`src/rtl/rom_dl_sequencer.sv`:
```
// Routes ROM download bytes to two SDRAM ports, on-chip ROM strobes, or DIP registers.
// Latency: SDRAM write returns to idle 3 cycles after the event with immediate ack; dl_wr/dip update next cycle.
// Backpressure: ioctl_wait held while an SDRAM write is in flight; strobes arriving while busy are dropped and flagged.
module rom_dl_sequencer #(
    parameter logic [16:0] CPU_END = 17'h0A000,
    parameter logic [16:0] SP_BASE = 17'h10000,
    parameter logic [16:0] SP_END  = 17'h1C000
) (
    input  logic        clk_sys,
    input  logic        reset,
    input  logic        ioctl_download,
    input  logic        ioctl_wr,
    input  logic [24:0] ioctl_addr,
    input  logic [7:0]  ioctl_dout,
    input  logic [7:0]  ioctl_index,
    output logic        ioctl_wait,
    output logic        port1_req,
    output logic        port2_req,
    input  logic        port1_ack,
    input  logic        port2_ack,
    output logic [22:0] port1_a,
    output logic [22:0] port2_a,
    output logic [1:0]  port1_ds,
    output logic [1:0]  port2_ds,
    output logic [15:0] port1_d,
    output logic [15:0] port2_d,
    output logic        dl_wr,
    output logic [7:0]  dip_sw0,
    output logic [7:0]  dip_sw1,
    output logic        overrun
);

    typedef enum logic [1:0] {IDLE, ISSUE, WAIT_ACK} state_t;

    state_t      state;
    logic        wr_prev;
    logic        tgt2;
    logic        wr_evt;
    logic        idx0;
    logic        is_p1;
    logic        is_p2;
    logic        is_dip;
    logic        sdram_hit;
    logic        ack_done;
    logic [23:0] sp_off;

    assign wr_evt    = ioctl_download & ioctl_wr & ~wr_prev;
    assign idx0      = (ioctl_index == 8'd0);
    assign is_p1     = idx0 && (ioctl_addr < {8'd0, CPU_END});
    assign is_p2     = idx0 && (ioctl_addr >= {8'd0, SP_BASE}) && (ioctl_addr < {8'd0, SP_END});
    assign is_dip    = (ioctl_index == 8'd254) && (ioctl_addr[24:3] == 22'd0);
    assign sdram_hit = is_p1 | is_p2;
    // Sprite offset only matters inside the sprite window, where bit 24 is always clear.
    assign sp_off    = ioctl_addr[23:0] - {7'd0, SP_BASE};
    assign ack_done  = tgt2 ? (port2_ack == port2_req) : (port1_ack == port1_req);

    // Raised combinationally on the event cycle so the host stalls before the next byte.
    assign ioctl_wait = (state != IDLE) || (wr_evt && sdram_hit);

    always_ff @(posedge clk_sys) begin
        if (reset) begin
            state     <= IDLE;
            wr_prev   <= 1'b0;
            tgt2      <= 1'b0;
            port1_req <= 1'b0;
            port2_req <= 1'b0;
            port1_a   <= '0;
            port2_a   <= '0;
            port1_ds  <= '0;
            port2_ds  <= '0;
            port1_d   <= '0;
            port2_d   <= '0;
            dl_wr     <= 1'b0;
            dip_sw0   <= 8'h00;
            dip_sw1   <= 8'h00;
            overrun   <= 1'b0;
        end else begin
            wr_prev <= ioctl_wr;
            dl_wr   <= 1'b0;
            case (state)
                IDLE: begin
                    if (wr_evt) begin
                        if (is_p1) begin
                            port1_a  <= ioctl_addr[23:1];
                            port1_ds <= {ioctl_addr[0], ~ioctl_addr[0]};
                            port1_d  <= {ioctl_dout, ioctl_dout};
                            tgt2     <= 1'b0;
                            state    <= ISSUE;
                        end else if (is_p2) begin
                            port2_a  <= {sp_off[23:16], sp_off[13:0], sp_off[15]};
                            port2_ds <= {sp_off[14], ~sp_off[14]};
                            port2_d  <= {ioctl_dout, ioctl_dout};
                            tgt2     <= 1'b1;
                            state    <= ISSUE;
                        end else if (is_dip) begin
                            if (ioctl_addr[2:0] == 3'd0) dip_sw0 <= ioctl_dout;
                            if (ioctl_addr[2:0] == 3'd1) dip_sw1 <= ioctl_dout;
                        end else if (idx0) begin
                            dl_wr <= 1'b1;
                        end
                    end
                end
                ISSUE: begin
                    if (tgt2) port2_req <= ~port2_req;
                    else      port1_req <= ~port1_req;
                    state <= WAIT_ACK;
                end
                WAIT_ACK: begin
                    if (ack_done) state <= IDLE;
                end
                default: state <= IDLE;
            endcase
            if (wr_evt && state != IDLE) overrun <= 1'b1;
        end
    end

endmodule

```
`config.mk`:
```
export PLATFORM = sky130hd
export DESIGN_NAME = rom_dl_sequencer
export DESIGN_NICKNAME = d
export VERILOG_FILES = /design/src/rtl/rom_dl_sequencer.sv
export SDC_FILE = /design/constraint.sdc
export NUM_CORES = 1
export LEC_CHECK = 0
export ABC_AREA = 1
export BUFFER_PORTS_ARGS = -buffer_cell sky130_fd_sc_hd__buf_2
export CORE_UTILIZATION = 48
export DETAILED_ROUTE_END_ITERATION = 7
export GPL_TIMING_DRIVEN = 0
export PLACE_DENSITY = 0.8
export SETUP_SLACK_MARGIN = 0.2
export SLEW_MARGIN = 0
export SYNTH_ARGS = -nofsm -noshare
export SYNTH_HDL_FRONTEND = slang
export SYNTH_SLANG_ARGS = --single-unit
```
`constraint.sdc`:
```
create_clock -name clk_sys -period 2.1 [get_ports clk_sys]
set_clock_uncertainty 0.2 [all_clocks]
set_input_delay 0.42 -clock clk_sys [delete_from_list [all_inputs] [get_ports clk_sys]]
set_output_delay 0.42 -clock clk_sys [all_outputs]
set_load 0.05 [all_outputs]
```
==> impl_metrics.py <==
metrics = {
    "outcome": {
        "status": "finished with violations",
        "violations": "negative setup slack",
    },
    "hold_path": {
        "hp-class": "in -> reg",
        "whs_path_depth": 2,
        "hp-start": "reset",
        "worstHoldEndpoint": "tgt2",
    },
    "cts": {
        "clockBufferDepth": 2,
        "cts_tree": "done",
        "insertion_delay_ps": 350,
        "numCtsBuffers": 9,
        "cts.hold.buffers_added": 0,
        "path_clk_slew_ps": 80,
        "htree_levels": 3,
        "cts_sinks": 90,
        "root_buffer": "clkbuf_8",
    },
    "layout": {
        "fin_area_mm2": 0.005166,
        "utilization": 0.7085,
        "seq_area_mm2": 0.001802,
        "fillers": 629,
        "areaGrowthSynthToFinish_pct": 42.43,
        "multiInputGateArea_mm2": 0.001568,
        "nets": 729,
        "drive_above_1_share": 0.3860,
        "antenna_cells": 0,
    },
    "worst_setup_path": {
        "crit_arrival_ps": 1590,
        "r2r_start": "state[0]",
        "r2r_cells": 7,
        "cp_max_fo": 2,
        "critPathCaptureType": "primary output",
        "cp_data_required_time_ps": 1480,
        "worstSetupPathType": "in -> out",
        "reg2reg_setup_slack_ps": 120,
        "r2r_end": "dip_sw0[1]",
        "cp-start-kind": "input pin",
    },
    "place": {
        "gp_congestion": 0.8476,
        "port_buffers": 149,
        "dpl.hpwl_mm": 7.595,
        "placed_area_mm2": 0.004534,
    },
    "routing": {
        "vias": 3849,
        "drtIter0Drc": 161,
        "viasPerCell": 4.916,
        "detail_route.first_pass.iterations": 4,
        "wl_per_cell_um": 13.86,
        "wl_mm": 10.85,
        "ant_nets": 0,
        "drcViolationCount": 0,
    },
    "synthesis": {
        "synth_edf_count": 0,
        "yosysSeqAreaShare": 0.4967,
        "synth_cell_types": 26,
        "synthFlopType": "dfxtp_1",
        "synthArstFlopShare": 0,
        "synth.most_common_cell": "nor2_1",
        "synth_top_area_frac": 0.4967,
        "synth_top_cell_by_area": "dfxtp_1",
        "synth-seq-cells": 90,
        "syn_area_mm2": 0.003627,
        "avgSynthCellArea_um2": 7.226,
        "synth_warnings": 0,
        "synth_fp_nets": 551,
        "synthCells": 502,
        "synth_area_leaders": "dfxtp_1, nor2_1, o21ai_0, inv_1, nand2_1",
        "synthTopCellsByCount": "nor2_1, dfxtp_1, o21ai_0",
    },
    "sta": {
        "worst_pin_slew_ps": 605.5,
        "hold_slack_ps": 45.38,
        "setup_ws_ps": -105.7,
        "slew_viol_final": 0,
        "rsz0062_at_grt": "yes",
        "max_freq_mhz": 453.4,
        "fin_crit_sh": 1.050,
        "layout_min_cycle_time_ps": 2206,
        "timing.final.hold_violations": 0,
        "slew-limit-headroom": 0.5963,
        "setup_viol": 26,
    },
    "global_routing": {
        "grt_max_degree": 14,
        "top_usage_layer": "met2",
        "grt.met3_usage": 0.06187,
        "grt_util_met2": 0.4755,
        "grt_pass1_wl_mm": 16.32,
        "antenna_found_initial": 0,
        "grt_use_total": 0.2755,
        "grt_pass1_vias": 3446,
        "grtUsageMet1": 0.3260,
        "grt_remaining_overflow": 0,
    },
    "die": {
        "die_area_mm2": 0.007909,
        "start_util": 0.4974,
        "core_area_mm2": 0.007292,
        "die_y_um": 88.93,
        "ioPinCount": 150,
        "die_width_um": 88.93,
        "rows": 31,
    },
    "pwr": {
        "powerDensity_mw_per_mm2": 571.4,
        "total_power_uw": 2952,
        "ir_drop_mv": 0.4402,
        "power_leakage_uw": 0.002687,
    },
    "job": {
        "maxCapViolations": 0,
    },
}
[worst max path at each step]
stage / startpoint / end / slack, ps / depth (start not counted)
after global placement: ioctl_addr[17] / ioctl_wait / -240 / 14
after detailed placement: ioctl_addr[17] / ioctl_wait / -310 / 14
after CTS: ioctl_addr[17] / ioctl_wait / -30 / 14
final: ioctl_addr[17] / ioctl_wait / -110 / 14
after global routing: ioctl_addr[17] / port2_d[8] / -230 / 19
after floorplan: ioctl_addr[17] / ioctl_wait / 200 / 12
[stage by stage]
stage,instances,setup WS [ps],TNS [ps]
floorplan,502,195.3,0
global placement,750,-237.1,-8151
detailed placement,750,-312.7,-12970
CTS,778,-28.78,-64.15
global route,783,-230.4,-7007
finish,783,-105.7,-953.3
[power by group]
group / internal, uW / total, uW / leakage (uW) / switching, uW
registers: 1710 / 1710 / 0.000725 / 0.402
logic: 61.0 / 171 / 0.00188 / 110
clock network: 489 / 1080 / 0.0000855 / 587
[cell usage in the layout, fill, tap and decap left out, drive strengths merged]
master	instances
a21oi	11
and3	1
buf	196
clkbuf	22
clkinv	1
clkinvlp	1
dfxtp	90
ha	2
inv	60
nand2	50
nand3	21
nand3b	1
nand4	2
nor2	154
nor3	2
nor4	1
o21a	1
o21ai	67
xnor2	1
[flip-flops by register name (all words and copies together), names as in the netlist, 2 cells and up]
name      flops
dip_sw0       8
dip_sw1       8
port1_a      23
port1_d       8
port1_ds      2
port2_a      23
port2_d       8
port2_ds      2
state         2
[logic make-up (layout without fill, tap and decap cells)]
group,count (synthesis),count (layout),synth area share
and+or+nand+nor,232,232,0.2573
buffers and inverters,98,280,0.1259
DFF,90,90,0.4967
AOI/OAI and AO/OA,79,79,0.1107
adders and majority gates,2,2,0.006898
xor gates and xnor gates,1,1,0.002415
[worst max-delay path: stages]
cell	delay (ps)
buf_12	110
inv_12	40
ha_4	110
inv_2	30
nor2_2	100
nand2_1	70
nor2_1	100
nand3_1	70
nand2_1	90
nand2_2	80
nand2_2	80
nand2_2	70
nand2_4	80
buf_8	140
[layout make-up]
type | instances | share of cell area
flip-flops and latches | 90 | 0.3488
clock inverters | 2 | 0.002422
inverters | 60 | 0.04602
multi-input cells | 314 | 0.3035
repair buffers | 167 | 0.1928
plain buffers | 38 | 0.05183
well taps | 99 | 0.02398
clock buffers | 13 | 0.03076
[metal layers]
layer / share of wire / up-vias / wire, um
met5: 0 / - / 0
met4: 0.025 / 0 / 270
met3: 0.069 / 21 / 745
met2: 0.50 / 158 / 5397
met1: 0.41 / 1782 / 4441
li1: - / 1888 / -
[what timing repair did]
action / 4_1_cts / 5_1_grt
cloned: 2 / 2
hold endpoints to repair: 0 / 0
buffers inserted: 11 / 3
setup endpoints to repair: 57 / 84
gates resized for setup: 50 / 47
pin swaps: 17 / 21
Note: power is estimated with default switching activity, not from simulation.
